$ cat config.mk
export PLATFORM = sky130hd
export DESIGN_NAME = seg_scan_n_flat
export DESIGN_NICKNAME = d
export VERILOG_FILES = /design/src/rtl/seg_scan_n_if.sv /design/src/rtl/seg_scan_n.sv /design/src/flat_wrapper.sv
export SDC_FILE = /design/constraint.sdc
export NUM_CORES = 1
export LEC_CHECK = 0
export CAP_MARGIN = 20
export CORE_MARGIN = 1.5
export CORE_UTILIZATION = 40
export CTS_CLUSTER_SIZE = 12
export DETAILED_ROUTE_END_ITERATION = 16
export DONT_BUFFER_PORTS = 1
export MAX_ROUTING_LAYER = met4
export PLACE_DENSITY_LB_ADDON = 0.3
export SYNTH_ARGS = -nofsm -noshare
export SYNTH_HDL_FRONTEND = slang
export SYNTH_SLANG_ARGS = --single-unit
$ cat constraint.sdc
create_clock -name clk -period 11.3 [get_ports clk]
set_input_delay 2.825 -clock clk [delete_from_list [all_inputs] [get_ports clk]]
set_output_delay 2.825 -clock clk [all_outputs]
set_load 0.02 [all_outputs]
$ cat src/rtl/seg_scan_n_if.sv
// Bus between the score/timer logic and the seg_scan_n display driver.
// The master side writes display data; the slave side (the driver) returns the pin-level signals.
interface seg_scan_n_if #(
    parameter int DIGITS = 4
);
    // load is a single-cycle strobe with no back-pressure: whenever load is high on a
    // clock edge, digits_in/dp_in/blank_in/bright are captured that same edge.
    logic                  load;
    logic [4*DIGITS-1:0]   digits_in;
    logic [DIGITS-1:0]     dp_in;
    logic [DIGITS-1:0]     blank_in;
    logic [3:0]            bright;
    logic [6:0]            seg;
    logic                  dp;
    logic [DIGITS-1:0]     an;
    logic                  frame_done;

    modport master (
        output load, digits_in, dp_in, blank_in, bright,
        input  seg, dp, an, frame_done
    );

    modport slave (
        input  load, digits_in, dp_in, blank_in, bright,
        output seg, dp, an, frame_done
    );
endinterface

$ cat src/rtl/seg_scan_n.sv
// Multiplexed common-anode 7-segment scan driver for DIGITS digits with a double-buffered display.
// Optional leading-zero blanking is enabled by defining SEG_SCAN_LZB_EN.
module seg_scan_n #(
    parameter int DIGITS      = 4,
    parameter int REFRESH_DIV = 100000
) (
    input  logic         clk,
    input  logic         rst_n,
    seg_scan_n_if.slave  bus
);
    localparam int SLOT16 = REFRESH_DIV / 16;
    localparam int PCW    = $clog2(REFRESH_DIV);
    localparam int MW     = $clog2(SLOT16) + 1;
    localparam int PW     = 4 + MW;
    localparam int SW     = (DIGITS > 1) ? $clog2(DIGITS) : 1;

    logic [PCW-1:0]        pc_q, pc_d;
    logic [SW-1:0]         sel_q, sel_d;
    logic                  pending_q, pending_d;

    logic [4*DIGITS-1:0]   digits_sh_q, digits_sh_d;
    logic [DIGITS-1:0]     dp_sh_q, dp_sh_d;
    logic [DIGITS-1:0]     blank_sh_q, blank_sh_d;
    logic [3:0]            bright_sh_q, bright_sh_d;

    logic [4*DIGITS-1:0]   digits_act_q, digits_act_d;
    logic [DIGITS-1:0]     dp_act_q, dp_act_d;
    logic [DIGITS-1:0]     blank_act_q, blank_act_d;
    logic [3:0]            bright_act_q, bright_act_d;

    logic [DIGITS-1:0]     an_q, an_d;
    logic [6:0]            seg_q, seg_d;
    logic                  dp_q, dp_d;
    logic                  frame_done_q, frame_done_d;

    logic                  slot_term;
    logic                  wrap;
    logic [PW-1:0]         thresh;
    logic                  on_time;
    logic [3:0]            nibble;
    logic                  dig_blank;
    logic [DIGITS-1:0]     lz_mask;

    function automatic logic [6:0] decode(input logic [3:0] v);
        case (v)
            4'h0: decode = 7'b0000001;
            4'h1: decode = 7'b1001111;
            4'h2: decode = 7'b0010010;
            4'h3: decode = 7'b0000110;
            4'h4: decode = 7'b1001100;
            4'h5: decode = 7'b0100100;
            4'h6: decode = 7'b0100000;
            4'h7: decode = 7'b0001111;
            4'h8: decode = 7'b0000000;
            4'h9: decode = 7'b0000100;
            4'hA: decode = 7'b0001000;
            4'hB: decode = 7'b1100000;
            4'hC: decode = 7'b0110001;
            4'hD: decode = 7'b1000010;
            4'hE: decode = 7'b0110000;
            default: decode = 7'b0111000;
        endcase
    endfunction

    assign slot_term = (pc_q == PCW'(REFRESH_DIV - 1));
    assign wrap      = slot_term && (sel_q == SW'(DIGITS - 1));

`ifdef SEG_SCAN_LZB_EN
    // Suppress zeros from the most significant digit down; digit 0 always stays visible.
    logic lz_run;
    always_comb begin
        lz_mask = '0;
        lz_run  = 1'b1;
        for (int i = DIGITS - 1; i >= 1; i--) begin
            if (lz_run && (digits_act_q[4*i +: 4] == 4'h0) && !dp_act_q[i]) begin
                lz_mask[i] = 1'b1;
            end else begin
                lz_run = 1'b0;
            end
        end
    end
`else
    assign lz_mask = '0;
`endif

    always_comb begin
        pc_d  = slot_term ? '0 : pc_q + PCW'(1);
        sel_d = sel_q;
        if (slot_term) begin
            sel_d = wrap ? '0 : sel_q + SW'(1);
        end
    end

    // Shadow captures every load; active only changes at the frame wrap so a frame is never torn.
    always_comb begin
        digits_sh_d  = digits_sh_q;
        dp_sh_d      = dp_sh_q;
        blank_sh_d   = blank_sh_q;
        bright_sh_d  = bright_sh_q;
        digits_act_d = digits_act_q;
        dp_act_d     = dp_act_q;
        blank_act_d  = blank_act_q;
        bright_act_d = bright_act_q;
        pending_d    = pending_q;
        if (bus.load) begin
            digits_sh_d = bus.digits_in;
            dp_sh_d     = bus.dp_in;
            blank_sh_d  = bus.blank_in;
            bright_sh_d = bus.bright;
            pending_d   = 1'b1;
        end
        if (wrap) begin
            if (bus.load) begin
                digits_act_d = bus.digits_in;
                dp_act_d     = bus.dp_in;
                blank_act_d  = bus.blank_in;
                bright_act_d = bus.bright;
                pending_d    = 1'b0;
            end else if (pending_q) begin
                digits_act_d = digits_sh_q;
                dp_act_d     = dp_sh_q;
                blank_act_d  = blank_sh_q;
                bright_act_d = bright_sh_q;
                pending_d    = 1'b0;
            end
        end
    end

    // (bright+1)*SLOT16 written as bright*SLOT16+SLOT16 so the 4-bit operand never overflows.
    assign thresh    = PW'(bright_act_q) * PW'(SLOT16) + PW'(SLOT16);
    assign on_time   = ({1'b0, pc_q} < thresh);
    assign nibble    = digits_act_q[{sel_q, 2'b00} +: 4];
    assign dig_blank = blank_act_q[sel_q] | lz_mask[sel_q];

    always_comb begin
        an_d         = '1;
        seg_d        = 7'h7F;
        dp_d         = 1'b1;
        frame_done_d = wrap;
        if (!dig_blank) begin
            seg_d = decode(nibble);
            dp_d  = ~dp_act_q[sel_q];
            if (on_time) begin
                an_d = ~(DIGITS'(1) << sel_q);
            end
        end
    end

    always_ff @(posedge clk) begin
        if (!rst_n) begin
            pc_q         <= '0;
            sel_q        <= '0;
            pending_q    <= 1'b0;
            digits_sh_q  <= '0;
            dp_sh_q      <= '0;
            blank_sh_q   <= '1;
            bright_sh_q  <= 4'hF;
            digits_act_q <= '0;
            dp_act_q     <= '0;
            blank_act_q  <= '1;
            bright_act_q <= 4'hF;
            an_q         <= '1;
            seg_q        <= 7'h7F;
            dp_q         <= 1'b1;
            frame_done_q <= 1'b0;
        end else begin
            pc_q         <= pc_d;
            sel_q        <= sel_d;
            pending_q    <= pending_d;
            digits_sh_q  <= digits_sh_d;
            dp_sh_q      <= dp_sh_d;
            blank_sh_q   <= blank_sh_d;
            bright_sh_q  <= bright_sh_d;
            digits_act_q <= digits_act_d;
            dp_act_q     <= dp_act_d;
            blank_act_q  <= blank_act_d;
            bright_act_q <= bright_act_d;
            an_q         <= an_d;
            seg_q        <= seg_d;
            dp_q         <= dp_d;
            frame_done_q <= frame_done_d;
        end
    end

    assign bus.an         = an_q;
    assign bus.seg        = seg_q;
    assign bus.dp         = dp_q;
    assign bus.frame_done = frame_done_q;
endmodule

$ cat src/flat_wrapper.sv
// flat-port wrapper written by rule: the top's interface ports become plain ports
module seg_scan_n_flat 
#(
    parameter int DIGITS      = 4,
    parameter int REFRESH_DIV = 100000
)
  (clk, rst_n, bus_load, bus_digits_in, bus_dp_in, bus_blank_in, bus_bright, bus_seg, bus_dp, bus_an, bus_frame_done);
  seg_scan_n_if #(.DIGITS(DIGITS)) bus_i ();
  input  logic clk;
  input  logic rst_n;
  input wire logic [$bits(bus_i.load)-1:0] bus_load;
  input wire logic [$bits(bus_i.digits_in)-1:0] bus_digits_in;
  input wire logic [$bits(bus_i.dp_in)-1:0] bus_dp_in;
  input wire logic [$bits(bus_i.blank_in)-1:0] bus_blank_in;
  input wire logic [$bits(bus_i.bright)-1:0] bus_bright;
  output wire logic [$bits(bus_i.seg)-1:0] bus_seg;
  output wire logic [$bits(bus_i.dp)-1:0] bus_dp;
  output wire logic [$bits(bus_i.an)-1:0] bus_an;
  output wire logic [$bits(bus_i.frame_done)-1:0] bus_frame_done;
  assign bus_i.load = bus_load;
  assign bus_i.digits_in = bus_digits_in;
  assign bus_i.dp_in = bus_dp_in;
  assign bus_i.blank_in = bus_blank_in;
  assign bus_i.bright = bus_bright;
  assign bus_seg = bus_i.seg;
  assign bus_dp = bus_i.dp;
  assign bus_an = bus_i.an;
  assign bus_frame_done = bus_i.frame_done;
  seg_scan_n #(.DIGITS(DIGITS), .REFRESH_DIV(REFRESH_DIV)) u_core (.clk(clk), .rst_n(rst_n), .bus(bus_i));
endmodule
* Word level (Yosys, flattened, before mapping) *
Memories as Yosys holds them, arrays and structs flattened. A register that Yosys moved wholly into a read port is not among the register bits.
Cells that the tools add are included.

storage, ports and cells
  bits in registers = 82
  word-level logic and storage cells = 55
  memory bits (read-only) = 112
  bits of input ports = 31
  memories = 1

cells by class
  bitwise operators = 5
  add/subtract/negate cells = 3
  reductions and logical operators = 6
  eq/ne operators = 2
  shift-type cells = 2
  multiplexer cells = 19
  order comparisons = 2
  multiply operators = 1

memories
  name              words  bits a word  rd ports  clocked after memory_dff  write ports  RTL line          text
  (name not given)  16     7            1         1                         0            seg_scan_n.sv:45  case (v)

operators by type and width
  cell                    count
  $mux 16                 2
  $mux 4                  6
  $add 17x13->18 const B  1
  $lt 17x18->1            1
  $add 17x1->17 const B   1
  $eq 17x17->1 const B    1
  $mul 4x12->16 const B   1
  $shiftx 16x5->4         1
  $mux 1                  7
  $bmux 1 s2              3
  $not 4->4               1
  $reduce_or 2->1         2
  $shl 1x2->4 const A     1
  $lt 2x3->1 const B      1
  $not 1->1               3
  $reduce_or 3->1         1
  $add 2x1->2 const B     1
  $eq 2x2->1 const B      1
  $mux 2                  1
  $reduce_and 2->1        1
  $reduce_bool 2->1       1
  $logic_and 1x1->1       1
  $or 1x1->1              1

* Depth between registers and ports, before layout *
Gate-level depths: netlist of the first run.

  depth after elaboration = 5
  depth in mapped cells = 20

* Least setup slack after synthesis of the first run *
Ideal clock, no wire load.

  path type = input-to-reg
  from = in rst_n
  to = reg u_core.digits_act_q[3]
  setup slack = 7.237 ns
  required time = 11.152 ns
  arrival time = 3.916 ns
  stages on the path = 5
  path through = clkbuf_1 -> inv_1 -> buf_1 -> clkbuf_1 -> a211oi_1

RTL lines
  item                  RTL line            text
  start, declared       flat_wrapper.sv:10  input logic rst_n;
  end signal, assigned  seg_scan_n.sv:174   digits_act_q <= digits_act_d;
  end, declared         seg_scan_n.sv:26    logic [4*DIGITS-1:0] digits_act_q, digits_act_d;

No word-level cell between the ends.

* Final worst setup path of the first run *
  from = reg u_core.bright_act_q[1]
  to = reg u_core.an_q[0], in the netlist u_core.bus.an[0]

between the ends
  cells in the longest elaborated chain, start to end = 5

RTL lines
  item                       RTL line           text
  start, declared            seg_scan_n.sv:29   logic [3:0] bright_act_q, bright_act_d;
  start signal, assigned     seg_scan_n.sv:177  bright_act_q <= bright_act_d;
  $mul 4x12->16              seg_scan_n.sv:130  assign thresh = PW'(bright_act_q) * PW'(SLOT16) + PW'(SLOT16);
  $add 17x13->18             seg_scan_n.sv:130
  $lt 17x18->1               seg_scan_n.sv:131  assign on_time = ({1'b0, pc_q} < thresh);
  $not 1->1 (no line)        -
  $reduce_or 3->1 (no line)  -
  end signal, assigned       seg_scan_n.sv:178  an_q <= an_d;
  end, declared              seg_scan_n.sv:31   logic [DIGITS-1:0] an_q, an_d;

No other way between the ends.
A chain may end at the register's enable or synchronous reset.

==> impl_metrics.yaml, run 1 <==
synth:
  synth_edf_count: 0
  async_flop_share: 0
  synthFlopType: "dfxtp_1"
  synthCells: 517
  yosys_warnings: 0
  synth_nets: 592
  yosysUniqueCellTypes: 61
  postSynthAreaPerCell_um2: 9.35
  synth_seq_cells: 89
  synth-seq-area-share: 0.369
  syn-cell-area_um2: 4830
power_and_ir_drop:
  p_comb_frac: 0.029
  p_leak_nw: 2.03
  switching_power_mw: 0.139
  clock_power_share: 0.489
  swShare: 0.208
  p_int_mw: 0.531
  max-vdd-ir-drop_mv: 0.110
  p_seq_frac: 0.482
  power.density_nw_per_um2: 128
run:
  maxCapViolCount: 0
placed_design:
  globalplace.congestion: 0.822
  dp_worst_setup_slack_ns: 7.12
  hpwl_um: 7330
  dpl.cell_count: 637
  place_area_um2: 4900
  port_buffers: 0
worst_setup_path:
  path_cells: "ha_1 > xor2_1 > ha_1 > a21o_1 > ha_1 > a31oi_1 > xnor2_1 > o31a_1 > and2_1 > nand2_1 > xor2_1 > ha_1 > or3_1 > a221oi_1 > a211o_1 > a31oi_1 > o32ai_2 > nand2_1"
  crit_type: "reg2reg"
  cp-startpoint: "u_core.bright_act_q[1]$_SDFFE_PN1P_"
  r2r_end: "u_core.bus.an[0]$_SDFF_PP1_"
  worstSetupEndpoint: "u_core.bus.an[0]$_SDFF_PP1_"
  worst-path-buf-inv: 0
  reg2reg_slack_ns: 7.09
  cp-end-kind: "register"
  cp.depth: 18
  critical_path.max_fanout: 7
  crit_arrival_ns: 4.42
  crit_family: "compound AO/OA/AOI/OAI gates"
  slowest_stage: "xnor2_1"
  path_common_cell: "ha_1"
  max_stage_delay_ns: 0.40
  critPathLaunchType: "register"
  rr_worst_depth: 18
  crit_required_ns: 11.51
  timing.rr.start: "u_core.bright_act_q[1]$_SDFFE_PN1P_"
sta:
  tns_ns: 0
  setup_viol_count_final: 0
  min_period_over_period: 0.373
  slew_headroom: 0.587
  fmax_mhz: 238
  rsz0062_at_grt: "no"
  worst_pin_slew_ns: 0.619
  finalWorstSetupSlack_ns: 7.09
  fin_crit_ns: 4.21
  hold_viol_final: 0
  fin_skew_ns: 0.00617
  slew_violations: 0
hold_path:
  hp-class: "reg2reg"
finish:
  diodes: 0
  fin_area_um2: 5240
  fin_cells: 653
  num-fill-cells: 1100
  fin_util: 0.451
  drive_above_1_share: 0.104
  syn_to_final_growth_pct: 8.41
  nets: 580
floorplan:
  fp-row-count: 39
  die_height_um: 113
  core_um2: 11600
  initial_utilization: 0.416
  die_w_um: 113
  num_io_pins: 44
  dieArea_um2: 12800
clock_network:
  numCtsBuffers: 9
  postCtsHoldBufs: 0
  cts.sinks: 89
  cts_tree: "built"
  cts_resized: 0
  clk_latency_ns: 0.34
  cts_setup_buffers: 0
  clockRootBuffer: "clkbuf_16"
  h-tree-depth: 3
  clk_pin_slew_ns: 0.06
  cts_buffer_depth: 2
drt:
  ant_nets: 0
  vias_per_cell: 5.37
  route.vias.total: 3504
  drt_first_pass_iters: 4
  drt_iter0_markers: 282
  remaining_drc_errors: 0
  wl_um: 9860
  detail_route.wl_per_cell_um: 15.1
grt:
  grt_pass1_vias: 3494
  grt_max_degree: 57
  grt_usage: 0.165
  grt-ovfl-total: 0
  grt_pass1_wl_um: 16700
  antenna_found_initial: 0
run_status:
  outcome: "finished, final reports clean"
[cell usage in the layout (no fill, tap or decap), types with 7 or more instances in the layout]
master | netlist | routed
inv_1 | 13 | 12
ha_1 | 44 | 44
xnor2_1 | 15 | 15
clkbuf_16 | 0 | 9
nand3_1 | 17 | 17
a21oi_1 | 14 | 14
nor3_1 | 7 | 7
nand2_1 | 51 | 51
o21ai_1 | 11 | 11
dfxtp_1 | 89 | 89
mux2i_1 | 29 | 29
a211oi_1 | 7 | 7
nor2_1 | 77 | 76
a211oi_2 | 15 | 15
and3_1 | 7 | 7
o21ai_0 | 8 | 8
xor2_1 | 20 | 20
[synth_stat cells, drive strengths merged (2+ instances only)]
master	number	share of area
dfxtp	89	0.37
nor2	78	0.062
nand2	52	0.041
ha	44	0.11
mux2i	29	0.060
a211oi	22	0.050
xor2	21	0.040
o21ai	19	0.020
nand3	18	0.020
buf	16	0.019
xnor2	16	0.031
a21oi	14	0.014
inv	13	0.010
clkbuf	8	0.0062
and3	7	0.0091
nor3	7	0.0072
mux4	6	0.029
o211ai	5	0.0098
o21a	5	0.0093
o221ai	4	0.0072
or3	4	0.0052
a21o	3	0.0047
and2	3	0.0039
nand4	3	0.0039
nor2b	3	0.0039
a311oi	2	0.0036
a31oi	2	0.0026
nand2b	2	0.0026
nand4b	2	0.0036
nor4	2	0.0039
o21bai	2	0.0031
[routing by layer]
metal,track usage,part of all wire,vias up
li1,-,-,1795
met1,0.225,0.50,1628
met2,0.254,0.45,69
met3,0.0327,0.036,12
met4,0.0408,0.010,0
met5,-,0,-
[worst reg2reg max path, cell delays in order (launching register included)]
cell,delay (ns)
dfxtp_1,0.38
ha_1,0.26
xor2_1,0.15
ha_1,0.19
a21o_1,0.15
ha_1,0.35
a31oi_1,0.13
xnor2_1,0.40
o31a_1,0.27
and2_1,0.16
nand2_1,0.07
xor2_1,0.16
ha_1,0.20
or3_1,0.34
a221oi_1,0.28
a211o_1,0.20
a31oi_1,0.09
o32ai_2,0.20
nand2_1,0.12
[how the worst min path moves through the flow]
| stage | startpoint | to | depth (start not counted) |
|---|---|---|---|
| after CTS | u_core.pc_q[0]$_SDFF_PP0_ | u_core.pc_q[0]$_SDFF_PP0_ | 1 |
| after global placement | u_core.pc_q[0]$_SDFF_PP0_ | u_core.pc_q[0]$_SDFF_PP0_ | 1 |
| after floorplan | u_core.pc_q[0]$_SDFF_PP0_ | u_core.pc_q[0]$_SDFF_PP0_ | 1 |
| final | u_core.pc_q[0]$_SDFF_PP0_ | u_core.pc_q[0]$_SDFF_PP0_ | 1 |
| after global routing | u_core.bright_sh_q[0]$_SDFFE_PN1P_ | u_core.bright_sh_q[0]$_SDFFE_PN1P_ | 2 |
| after detailed placement | u_core.pc_q[0]$_SDFF_PP0_ | u_core.pc_q[0]$_SDFF_PP0_ | 1 |
[flip-flops by register name, indices dropped and copies added (netlist names), 7 cells and up]
register and flops:
u_core.digits_sh_q 16, u_core.bus.seg 7, u_core.digits_act_q 16, u_core.pc_q 17
[power groups by stage]
stage               Clock (mW)  Combinational, mW  Sequential, mW
floorplan                    0             0.0192           0.330
global placement             0             0.0190           0.330
detailed placement           0             0.0194           0.330
CTS                      0.335             0.0196           0.323
global route             0.350             0.0218           0.324
finish                   0.328             0.0193           0.323
[through the flow]
step | hold slack [ns] | power [mW]
final | 0.459 | 0.671
after global routing | 0.493 | 0.695
after CTS | 0.467 | 0.678
after detailed placement | 0.450 | 0.350
after global placement | 0.440 | 0.349
after floorplan | 0.418 | 0.349
[logic make-up (layout without fill, tap and decap cells)]
group | after synthesis | in the layout | synth area share
AO/OA/AOI/OAI | 88 | 88 | 0.145
XOR/XNOR | 37 | 37 | 0.0701
adder cells (fa/ha/maj) | 44 | 44 | 0.114
buffers and inverters | 38 | 31 | 0.0373
flip-flops | 89 | 89 | 0.369
multiplexers | 35 | 35 | 0.0888
AND/OR/NAND/NOR | 186 | 186 | 0.176
[layout make-up]
class	instances	area, µm²	share of cell area
multi-input combinational	390	2880	0.550
tap	143	179	0.0341
timing repair buffer	2	15.0	0.00286
clock buffer	10	239	0.0456
clock inverter	6	97.6	0.0186
inverter	13	48.8	0.00931
sequential	89	1780	0.340
Power figures use the tool's default switching activity.
==> run 2: changes to the inputs <==
==> constraint.sdc (replaced) <==
create_clock -name clk -period 4.2 [get_ports clk]
set_input_delay 1.05 -clock clk [delete_from_list [all_inputs] [get_ports clk]]
set_output_delay 1.05 -clock clk [all_outputs]
set_load 0.02 [all_outputs]
==> impl_metrics.yaml, run 2 (synthesis gave the netlist of run 1 again) <==
run_status:
  outcome: "finished, final reports clean"
grt:
  grt_usage: 0.172
  grt-ovfl-total: 0
  gr-usage-met3: 0.0348
  grt_max_degree: 30
  grt.met1_usage: 0.230
  grt_pass1_wl_um: 17200
  grt_pass1_vias: 3538
  antenna_found_initial: 0
  busiest_layer: "met2"
  grtUsageMet2: 0.263
finish:
  fin_cells: 659
  layout_common_cells: "86 x dfxtp_1, 76 x nor2_1, 50 x nand2_1"
  nets: 586
  max_flop_register: "u_core.pc_q"
  num-fill-cells: 1118
  syn_to_final_growth_pct: 9.65
  largest_register_ffs: 17
  fin_util: 0.456
  diodes: 0
  drive_above_1_share: 0.145
  mostFrequentLayoutCell: "dfxtp_1"
  reg_top3: "u_core.pc_q: 17 flops, u_core.digits_act_q: 16 flops, u_core.digits_sh_q: 16 flops"
hold_path:
  hp-class: "reg2reg"
  worstHoldStart: "u_core.bright_sh_q[2]$_SDFFE_PN1P_"
  holdPathStages: 2
  min_to: "u_core.bright_sh_q[2]$_SDFFE_PN1P_"
worst_setup_path:
  cp-end-kind: "register"
  crit_arrival_ns: 4.24
  rr_worst_depth: 19
  worst-path-buf-inv: 0
  slowest_stage: "dfxtp_4"
  critical_path.max_fanout: 7
  critPathLaunchType: "register"
  reg2reg_slack_ns: 0.25
  cp-startpoint: "u_core.bright_act_q[1]$_SDFFE_PN1P_"
  crit_required_ns: 4.49
  r2r_end: "u_core.bus.an[1]$_SDFF_PP1_"
  path_cells: "ha_2 > xor2_1 > ha_1 > a21o_1 > ha_2 > a21o_1 > and4_4 > or3_4 > nand3_2 > o211a_1 > o21bai_1 > nand3_1 > xnor2_1 > ha_1 > nand4_1 > a211o_1 > a31oi_1 > o32ai_2 > nand2_1"
  timing.rr.start: "u_core.bright_act_q[1]$_SDFFE_PN1P_"
  max_stage_delay_ns: 0.37
  crit_family: "compound AO/OA/AOI/OAI gates"
  crit_type: "reg2reg"
drt:
  remaining_drc_errors: 0
  drt_iter0_markers: 185
  route.vias.total: 3505
  wl_um: 10000
  detail_route.wl_per_cell_um: 15.2
  ant_nets: 0
  drt_first_pass_iters: 4
  vias_per_cell: 5.32
sta:
  fin_crit_ns: 3.95
  fin_skew_ns: 0.0129
  setup_viol_count_final: 0
  slew_violations: 0
  min_period_over_period: 0.942
  fmax_mhz: 253
  tns_ns: 0
  hold_viol_final: 0
  rsz0062_at_grt: "no"
  slew_headroom: 0.546
  worst_pin_slew_ns: 0.677
floorplan:
  initial_utilization: 0.416
  die_w_um: 113
  core_um2: 11600
  num_io_pins: 44
  die_height_um: 113
  dieArea_um2: 12800
  fp-row-count: 39
placed_design:
  dpl.cell_count: 640
  globalplace.congestion: 0.888
  port_buffers: 0
  hpwl_um: 7410
clock_network:
  cts_buffer_depth: 2
  clk_pin_slew_ns: 0.07
  h-tree-depth: 3
  cts_tree: "built"
  clk_latency_ns: 0.34
  cts.sinks: 89
  numCtsBuffers: 9
  clockRootBuffer: "clkbuf_16"
power_and_ir_drop:
  max-vdd-ir-drop_mv: 0.321
  p_leak_nw: 2.04
  power.density_nw_per_um2: 320
run:
  maxCapViolCount: 0
## run 2: changes by cell type in the layout (fill, tap and decap cells not counted), sizes merged
cell      before  now
buf            2    8
bufinv         2    0
inv           14   16
clkbuf        10    9
clkinvlp       0    1
## run 2: metrics by stage
| stage | hold WS [ns] | power, mW | cell area (µm²) | setup slack [ns] |
|---|---|---|---|---|
| 2_1_floorplan | 0.418 | 0.938 | 4830 | 0.505 |
| 3_3_place_gp | 0.432 | 0.939 | 4930 | 0.211 |
| 3_5_place_dp | 0.443 | 0.941 | 4930 | 0.0558 |
| 4_1_cts | 0.462 | 1.72 | 5220 | 0.0581 |
| 5_1_grt | 0.487 | 1.76 | 5300 | 0.00571 |
| 6_report | 0.465 | 1.70 | 5300 | 0.245 |
## run 2: area by class of cell
cell class	instances	area [µm²]	share of cell area
Sequential cell	89	1790	0.338
Clock inverter	7	67.6	0.0127
Tap cell	143	179	0.0338
Multi-Input combinational cell	390	2930	0.553
Timing Repair Buffer	8	60.1	0.0113
Inverter	13	48.8	0.00920
Clock buffer	9	225	0.0425
## run 2: worst max-delay path by stage
| stage | to | slack (ns) | depth (start not counted) |
|---|---|---|---|
| floorplan | u_core.bus.an[0]$_SDFF_PP1_ | 0.51 | 19 |
| global placement | u_core.bus.an[1]$_SDFF_PP1_ | 0.21 | 17 |
| detailed placement | u_core.bus.an[1]$_SDFF_PP1_ | 0.06 | 19 |
| CTS | u_core.bus.an[1]$_SDFF_PP1_ | 0.06 | 19 |
| global route | u_core.bus.an[2]$_SDFF_PP1_ | 0.006 | 19 |
| finish | u_core.bus.an[1]$_SDFF_PP1_ | 0.25 | 19 |
## run 2: repair_timing
action | CTS | global route
endpoints found under the setup margin | 0 | 4
endpoints found under the hold margin | 0 | 0
buffers inserted | 0 | 3
gates resized for setup | 0 | 19
hold buffers | 0 | 0
## run 2: layer usage
layer | wire, µm | part of all wire | up-vias
li1 | - | - | 1808
met1 | 4870 | 0.48 | 1613
met2 | 4620 | 0.46 | 72
met3 | 411 | 0.041 | 12
met4 | 148 | 0.015 | 0
met5 | 0 | 0 | -
## run 2: report_power, final
part	leakage (nW)	switching [mW]	internal [mW]	total (mW)
clock	0.140	0.360	0.415	0.775
combinational	1.18	0.0307	0.0215	0.0522
sequential	0.724	0.00701	0.861	0.868
total	2.04	0.398	1.30	1.70
## run 2: worst reg2reg max path, stage by stage (launching register included)
cell	delay, ns
dfxtp_4	0.37
ha_2	0.20
xor2_1	0.14
ha_1	0.18
a21o_1	0.15
ha_2	0.30
a21o_1	0.18
and4_4	0.21
or3_4	0.34
nand3_2	0.11
o211a_1	0.21
o21bai_1	0.13
nand3_1	0.11
xnor2_1	0.17
ha_1	0.29
nand4_1	0.11
a211o_1	0.28
a31oi_1	0.20
o32ai_2	0.14
nand2_1	0.10
==> run 3: changes to the inputs <==
--- a/config.mk
+++ b/config.mk
@@ -6,13 +6,13 @@
 export NUM_CORES = 1
 export LEC_CHECK = 0
 export CAP_MARGIN = 20
-export CORE_MARGIN = 1.5
 export CORE_UTILIZATION = 40
 export CTS_CLUSTER_SIZE = 12
 export DETAILED_ROUTE_END_ITERATION = 16
 export DONT_BUFFER_PORTS = 1
 export MAX_ROUTING_LAYER = met4
 export PLACE_DENSITY_LB_ADDON = 0.3
+export SETUP_SLACK_MARGIN = 0.02
 export SYNTH_ARGS = -nofsm -noshare
 export SYNTH_HDL_FRONTEND = slang
 export SYNTH_SLANG_ARGS = --single-unit
==> impl_metrics.yaml, run 3 (synthesis gave the netlist of run 1 again) <==
run_status:
  outcome: "complete, but fails checks"
  violations: "design-rule violations"
drt:
  vias_per_cell: 5.37
  wl_um: 9870
  remaining_drc_errors: 3
  drt_first_pass_iters: 10
  route.vias.total: 3537
  ant_nets: 0
  drt_iter0_markers: 253
  detail_route.wl_per_cell_um: 15.0
power_and_ir_drop:
  p_comb_frac: 0.029
  p_int_mw: 1.36
  switching_power_mw: 0.408
  p_seq_frac: 0.491
  power.density_nw_per_um2: 333
  p_leak_nw: 2.06
  swShare: 0.230
  max-vdd-ir-drop_mv: 0.326
  clock_power_share: 0.480
placed_design:
  hpwl_um: 7120
  port_buffers: 0
  globalplace.congestion: 0.846
  dp_worst_setup_slack_ns: 0.114
  place_area_um2: 4920
clock_network:
  clockRootBuffer: "clkbuf_16"
  cts_buffer_depth: 2
  cts_tree: "built"
  postCtsHoldBufs: 0
  h-tree-depth: 3
  cts.sinks: 89
  clk_pin_slew_ns: 0.07
  numCtsBuffers: 9
  clk_latency_ns: 0.34
worst_setup_path:
  cp-end-kind: "register"
  critPathLaunchType: "register"
  critical_path.max_fanout: 7
  crit_arrival_ns: 4.21
  crit_required_ns: 4.42
  crit_type: "reg2reg"
sta:
  slew_violations: 0
  slew_headroom: 0.529
  fmax_mhz: 250
  hold_ws_ns: 0.460
  tns_ns: 0
  hold_viol_final: 0
  worst_pin_slew_ns: 0.706
  fin_crit_ns: 3.99
  setup_viol_count_final: 0
  finalWorstSetupSlack_ns: 0.208
  fin_skew_ns: 0.00728
  rsz0062_at_grt: "no"
  min_period_over_period: 0.951
run:
  maxCapViolCount: 0
finish:
  mostFrequentLayoutCell: "dfxtp_1"
  layout_common_cells: "87 x dfxtp_1, 76 x nor2_1, 51 x nand2_1"
  drive_above_1_share: 0.132
  syn_to_final_growth_pct: 10.0
  reg_top3: "u_core.pc_q: 17 flops, u_core.digits_act_q: 16 flops, u_core.digits_sh_q: 16 flops"
  max_flop_register: "u_core.pc_q"
  fin_area_um2: 5320
  nets: 586
  diodes: 0
  largest_register_ffs: 17
floorplan:
  num_io_pins: 44
  core_um2: 11600
  fp-row-count: 39
  die_height_um: 112
  die_w_um: 112
  dieArea_um2: 12500
  initial_utilization: 0.416
grt:
  grt_pass1_wl_um: 16200
  antenna_found_initial: 0
  grt_usage: 0.166
  grt_max_degree: 44
  grt_pass1_vias: 3407
  grt-ovfl-total: 0
hold_path:
  hp-class: "reg2reg"
-- run 3: path summary, 6_finish.rpt --
path,startpoint,endpoint,cells after the start,slack (ns)
worst max-delay path,u_core.bright_act_q[3]$_SDFFE_PN1P_,u_core.bus.an[2]$_SDFF_PP1_,17,0.21
worst min-delay path,u_core.pc_q[0]$_SDFF_PP0_,u_core.pc_q[0]$_SDFF_PP0_,1,0.46
worst max register to register,u_core.bright_act_q[3]$_SDFFE_PN1P_,u_core.bus.an[2]$_SDFF_PP1_,17,0.21
worst min register to register,u_core.pc_q[0]$_SDFF_PP0_,u_core.pc_q[0]$_SDFF_PP0_,1,0.46
-- run 3: stage by stage --
stage	std cells	total power [mW]	utilization
after CTS	655	1.79	0.451
after global placement	639	0.939	0.424
after detailed placement	639	0.940	0.424
after global routing	659	1.83	0.458
final	659	1.77	0.458
after floorplan	517	0.938	-
-- run 3: per-layer routing --
layer / vias up / part of all wire / global-route usage
met5: - / 0 / -
met4: 0 / 0.014 / 0.0444
met3: 10 / 0.041 / 0.0408
met2: 81 / 0.46 / 0.259
met1: 1638 / 0.48 / 0.214
li1: 1808 / - / -
-- run 3: final cells by class --
type,count,area [µm²]
fill,1106,6290
multi-input combinational,390,2930
sequential,89,1780
clock buffer,9,225
tap,143,179
clock inverter,7,92.6
timing repair buffer,8,60.1
inverter,13,48.8
-- run 3: critical path, stage by stage, from the launching register on --
cell	delay, ns
dfxtp_1	0.37
ha_1	0.22
xor2_1	0.15
ha_1	0.19
a21o_1	0.18
ha_4	0.24
a311oi_2	0.28
o21ai_1	0.14
and3_1	0.28
xnor2_1	0.17
a221o_1	0.39
a2bb2oi_2	0.16
xor2_1	0.20
ha_1	0.25
o21ai_0	0.22
a31oi_2	0.07
o32ai_2	0.25
nand2_1	0.10
-- run 3: what timing repair did --
item                       CTS  global route
resized for setup            0            10
setup buffers                0             4
setup endpoints to repair    0             4
-- run 3: power by group through the flow --
stage          registers, mW  clock network (mW)  logic (mW)
2_1_floorplan          0.887                   0      0.0518
3_3_place_gp           0.888                   0      0.0508
3_5_place_dp           0.888                   0      0.0519
4_1_cts                0.869               0.868      0.0524
5_1_grt                0.870               0.899      0.0581
6_report               0.869               0.851      0.0513
==> variant 1, RTL diff (flow settings as in run 2) <==
Add a define of `SEG_SCAN_LZB_EN`.
--- a/src/rtl/seg_scan_n.sv
+++ b/src/rtl/seg_scan_n.sv
@@ -1,5 +1,7 @@
 // Multiplexed common-anode 7-segment scan driver for DIGITS digits with a double-buffered display.
 // Optional leading-zero blanking is enabled by defining SEG_SCAN_LZB_EN.
+`define SEG_SCAN_LZB_EN
+
 module seg_scan_n #(
     parameter int DIGITS      = 4,
     parameter int REFRESH_DIV = 100000
Formal check against the unedited RTL: no difference found for any inputs over 10 cycles, from zero or initial values and one cycle with rst_n low; that may be too few to reach the edited logic, so the function may still have changed.
==> variant 1 against run 2 <==
  * Total power about the same
  * Via count increased by 1.1%
  * Global-route usage fell by 0.44 points
  * Sequential cell count unchanged
  * Routed wire length is 3.1% higher
  * Clock skew fell by 0.0025 ns
  * Setup slack worse by 0.083 ns
  * Area after synthesis increased by 2.3%
  * Sequential power about the same
  * Combinational power down 14%
  * Synthesized cell count shrank 2.1%
  * Final area grew 5.9%
  * Hold slack improved by 0.0086 ns
  * Critical endpoint unchanged
  * Largest cell class unchanged
==> variant 1: results (changes against run 2) <==
Synth
  – Commonest cells in the netlist: dfxtp_1 (89), nand2_1 (52), ha_1 (46)
  – Synth Area in Compound Gates: 0.161 (+0.0162)
  – Synth top area cells: dfxtp_1 (36%), ha_1 (12%), mux2i_1 (6.3%)
  – Adder-cell share of the synthesized area: 0.116 (+0.00247)
  – Post-Syn Instances: 506 (-2.1%)
  – XOR/XNOR Fraction of Synth Area: 0.0655 (-0.00463)
  – Post-synthesis mux area share: 0.0900 (+0.00127)

Setup path
  – Internal reg-to-reg setup slack: 0.16 ns (-0.08 ns)
  – Critical-path top delay cell: a2111oi_4
  – Cell depth of the worst flop-to-flop path: 17 (-2)
  – Crit Path Max Fanout: 5 (-2)

Detailed routing
  – First-pass DRT Iterations: 5 (+1)
  – Drt initial violations: 181 (-2.2%)
  – Vias: 3545 (+1.1%)

Placement
  – Cells after DPL: 658 (+2.8%)
  – Placed cell area: 5070 µm² (+3.0%)
  – Hpwl dp: 7340 µm (-1.0%)

Run status
  – Outcome: complete, no violations

Final layout
  – Fill count: 1149 (+2.8%)
  – Clk cell area share: 0.0515 (-0.00375)
  – Final layout net count: 582 (-0.68%)
  – Bufs w/o clock: 11 (+3)

Worst hold path
  – Hold Path Depth: 1 (-1)
  – Hold Crit Start: u_core.pc_q[0]$_SDFF_PP0_

Pwr
  – Peak VDD IR: 0.326 mV (+1.6%)
  – Net Switching: 0.385 mW (-3.2%)
  – Seq. pwr: 0.869 mW (about the same)

Timing
  – Clock Skew: 0.0103 ns (-0.00254 ns)
  – Worst-margin pin slew: 0.843 ns (+0.166 ns)

GRT
  – Largest net degree at the start of global routing: 64 (+110%)
  – Global-route wire length before repair: 16700 µm (-2.6%)
  – Met1 GRT Util: 0.227 (-0.00311)
-- variant 1: cell types whose count changed after synthesis, sizes merged, moves of 5 or more --
cell	run 2	this run
o211a	1	21
a211oi	22	1
nor2	78	22
o21ai	19	11
nor2b	3	28
o211ai	5	14
inv	13	20
nand3	18	13
-- variant 1: repair_timing --
action / in CTS / in global routing
resized for setup: 1 / 35
setup endpoints to repair: 4 / 4
setup buffers: 0 / 4
hold endpoints to repair: 0 / 0
pin swaps: 0 / 19
-- variant 1: stage by stage --
step                utilization  setup TNS (ns)  setup WS [ns]  power [mW]
detailed placement        0.421          -0.311        -0.0875       0.935
global placement          0.421               0         0.0701       0.933
floorplan                     -               0          0.141       0.941
finish                    0.465               0          0.162        1.69
global route              0.465          -0.177        -0.0597        1.75
CTS                       0.446               0        0.00431        1.72
-- variant 1: routing by layer --
layer	wire length (µm)	vias to the layer above
li1	-	1809
met5	0	-
met1	5210	1657
met4	140	0
met2	4580	68
met3	420	11
==> variant 2, RTL diff (flow settings as in run 2) <==
Made on the original files. Reset style: asynchronous (`rst_n`), changed in one clocked block.
--- a/src/rtl/seg_scan_n.sv
+++ b/src/rtl/seg_scan_n.sv
@@ -146,7 +146,7 @@
         end
     end
 
-    always_ff @(posedge clk) begin
+    always_ff @(posedge clk or negedge rst_n) begin
         if (!rst_n) begin
             pc_q         <= '0;
             sel_q        <= '0;
Function: no difference found for any inputs over 10 cycles, from zero or initial values and one cycle with rst_n low; that may be too few to reach the edited logic, so the function may still have changed.
==> variant 2 against run 2 <==
  * Core utilization increased by 1.7 points
  * Clock power fell by 3%
  * Final area increased by 13%
  * Sequential cell count is the same
  * Total power fell by 0.21%
  * Routed wire length up 4.3%
  * Setup slack got worse by 0.15 ns
  * Clock skew decreased by 0.0048 ns
  * Area after synthesis is 7.1% higher
  * Critical endpoint is now u_core.bus.an[3]$_DFF_PN1_
  * Largest power group unchanged
  * Highest routed layer unchanged
==> variant 2: results (changes against run 2) <==
Run status
  – Outcome: complete, no violations

Pwr
  – Pwr Density: 283 nW/µm² (-12%)
  – P_leak: 2.64 nW (+29%)
  – Net Sw Frac: 0.210 (-0.0243)
  – Seq. pwr: 0.897 mW (+3.3%)
  – Peak VDD IR: 0.291 mV (-9.2%)
  – Comb. pwr: 0.0405 mW (-22%)

Synth
  – Synth top area cells: dfrtp_1 (29%), dfstp_2 (14%), ha_1 (11%)
  – Post-Syn Area per Cell: 11.8 µm² (+26%)
  – Commonest cells in the netlist: dfrtp_1 (61), ha_1 (46), mux2_2 (30)
  – Post-synthesis async set-or-reset flop share: 1.00 (+1.00)
  – Syn nets: 515 (-13%)
  – Sequential-to-total area share from yosys stat: 0.437 (+0.0685)

Final layout
  – Fill count: 1190 (+6.4%)
  – Share of cells above drive strength 1: 0.351 (+0.206)
  – Finished Layout Cells: 636 (-3.5%)
  – Final layout net count: 536 (-8.5%)

Placement
  – Cells after DPL: 607 (-5.2%)
  – Placer congestion estimate: 0.847 (-4.6%)

Setup path
  – Crit Path Max Fanout: 5 (-2)
  – Worst r2r src: u_core.bright_act_q[1]$_DFFE_PN1P_

GRT
  – Initial antenna violation count: 0 (unchanged)
  – Largest net degree at the start of global routing: 90 (+200%)
  – Vias in the first global route: 3383 (-4.4%)
  – Global-route wire length before repair: 16900 µm (-1.5%)
  – Total GRT Usage: 0.166 (-0.00631)

Timing
  – Clock Skew: 0.00804 ns (-0.00484 ns)
  – Slew HR: 0.511 (-0.0350)

Clocking
  – H-Tree Depth: 3 (unchanged)

Worst hold path
  – Min-Delay Path Class: input pin to asynchronous set/reset pin

Detailed routing
  – Vias/cell: 5.36 (+0.81%)
variant 2: cell count changes in the layout (fill, tap and decap cells not counted), sizes merged, moves of 18 or more:
| cell | run 2 | this run |
|---|---|---|
| dfxtp | 89 | 0 |
| dfrtp | 0 | 61 |
| mux2 | 0 | 54 |
| nor2 | 78 | 25 |
| nand2 | 52 | 22 |
| dfstp | 0 | 28 |
| mux2i | 29 | 2 |
| a211oi | 22 | 4 |
variant 2: timing repair:
action | 4_1_cts | 5_1_grt
pin swaps | 0 | 16
hold buffers | 0 | 0
buffers inserted | 0 | 13
endpoints found under the setup margin | 4 | 4
resized for setup | 6 | 25
variant 2: metal layers:
layer / track usage / vias to the layer above / routed length (µm)
met5: - / - / 0
li1: - / 1627 / -
met3: 0.0389 / 11 / 363
met2: 0.244 / 49 / 4850
met1: 0.224 / 1723 / 5110
met4: 0.0586 / 0 / 146
variant 2: critical path, cell delays in order, from the launching register on:
cell      delay (ns)
dfstp_2         0.59
ha_4            0.15
xor2_1          0.06
ha_1            0.19
a21o_1          0.19
ha_4            0.17
or3_4           0.38
o22a_1          0.21
o311a_1         0.38
buf_4           0.15
xnor2_1         0.13
ha_1            0.33
nand2_1         0.06
o21bai_1        0.18
buf_4           0.15
a211oi_2        0.04
a221oi_2        0.38
o41ai_4         0.17
nand3_1         0.12
variant 2: cells by family (layout without fill, tap and decap cells):
logic type,after synthesis,count (layout),share of synthesized area
and+or+nand+nor,104,104,0.109
AOI/OAI and AO/OA,70,70,0.0940
adders and majority gates,46,46,0.111
buffers and inverters,35,61,0.0297
xor gates and xnor gates,32,32,0.0541
muxes,62,62,0.165
DFF,89,89,0.437
variant 2: cell type report:
cell class	count	area, µm²	area share
Clock buffer	11	243	0.0406
Clock inverter	5	38.8	0.00649
Inverter	20	75.1	0.0126
Multi-Input combinational cell	314	2960	0.495
Sequential cell	89	2260	0.378
Tap cell	172	215	0.0360
Timing Repair Buffer	25	188	0.0314
variant 2: stage by stage:
step	setup TNS, ns	hold slack (ns)	instance area [µm²]	worst slack [ns]
2_1_floorplan	0	0.455	5180	0.257
3_5_place_dp	-0.229	0.487	5410	-0.0747
4_1_cts	0	0.392	5730	0.0134
3_3_place_gp	0	0.483	5410	0.134
5_1_grt	-0.0963	0.391	5980	-0.0297
6_report	0	0.402	5980	0.0959
variant 2: worst paths after layout:
path,endpoint,slack (ns),cells past startpoint
max,u_core.bus.an[3]$_DFF_PN1_,0.1,18
min,u_core.pc_q[11]$_DFF_PN0_,0.40,0
max reg2reg,u_core.bus.an[3]$_DFF_PN1_,0.1,18
min reg2reg,u_core.digits_sh_q[4]$_DFFE_PN0P_,0.50,1
max in group asynchronous,u_core.bus.seg[3]$_DFF_PN1_,3.56,0
min in group clk,u_core.digits_sh_q[4]$_DFFE_PN0P_,0.50,1
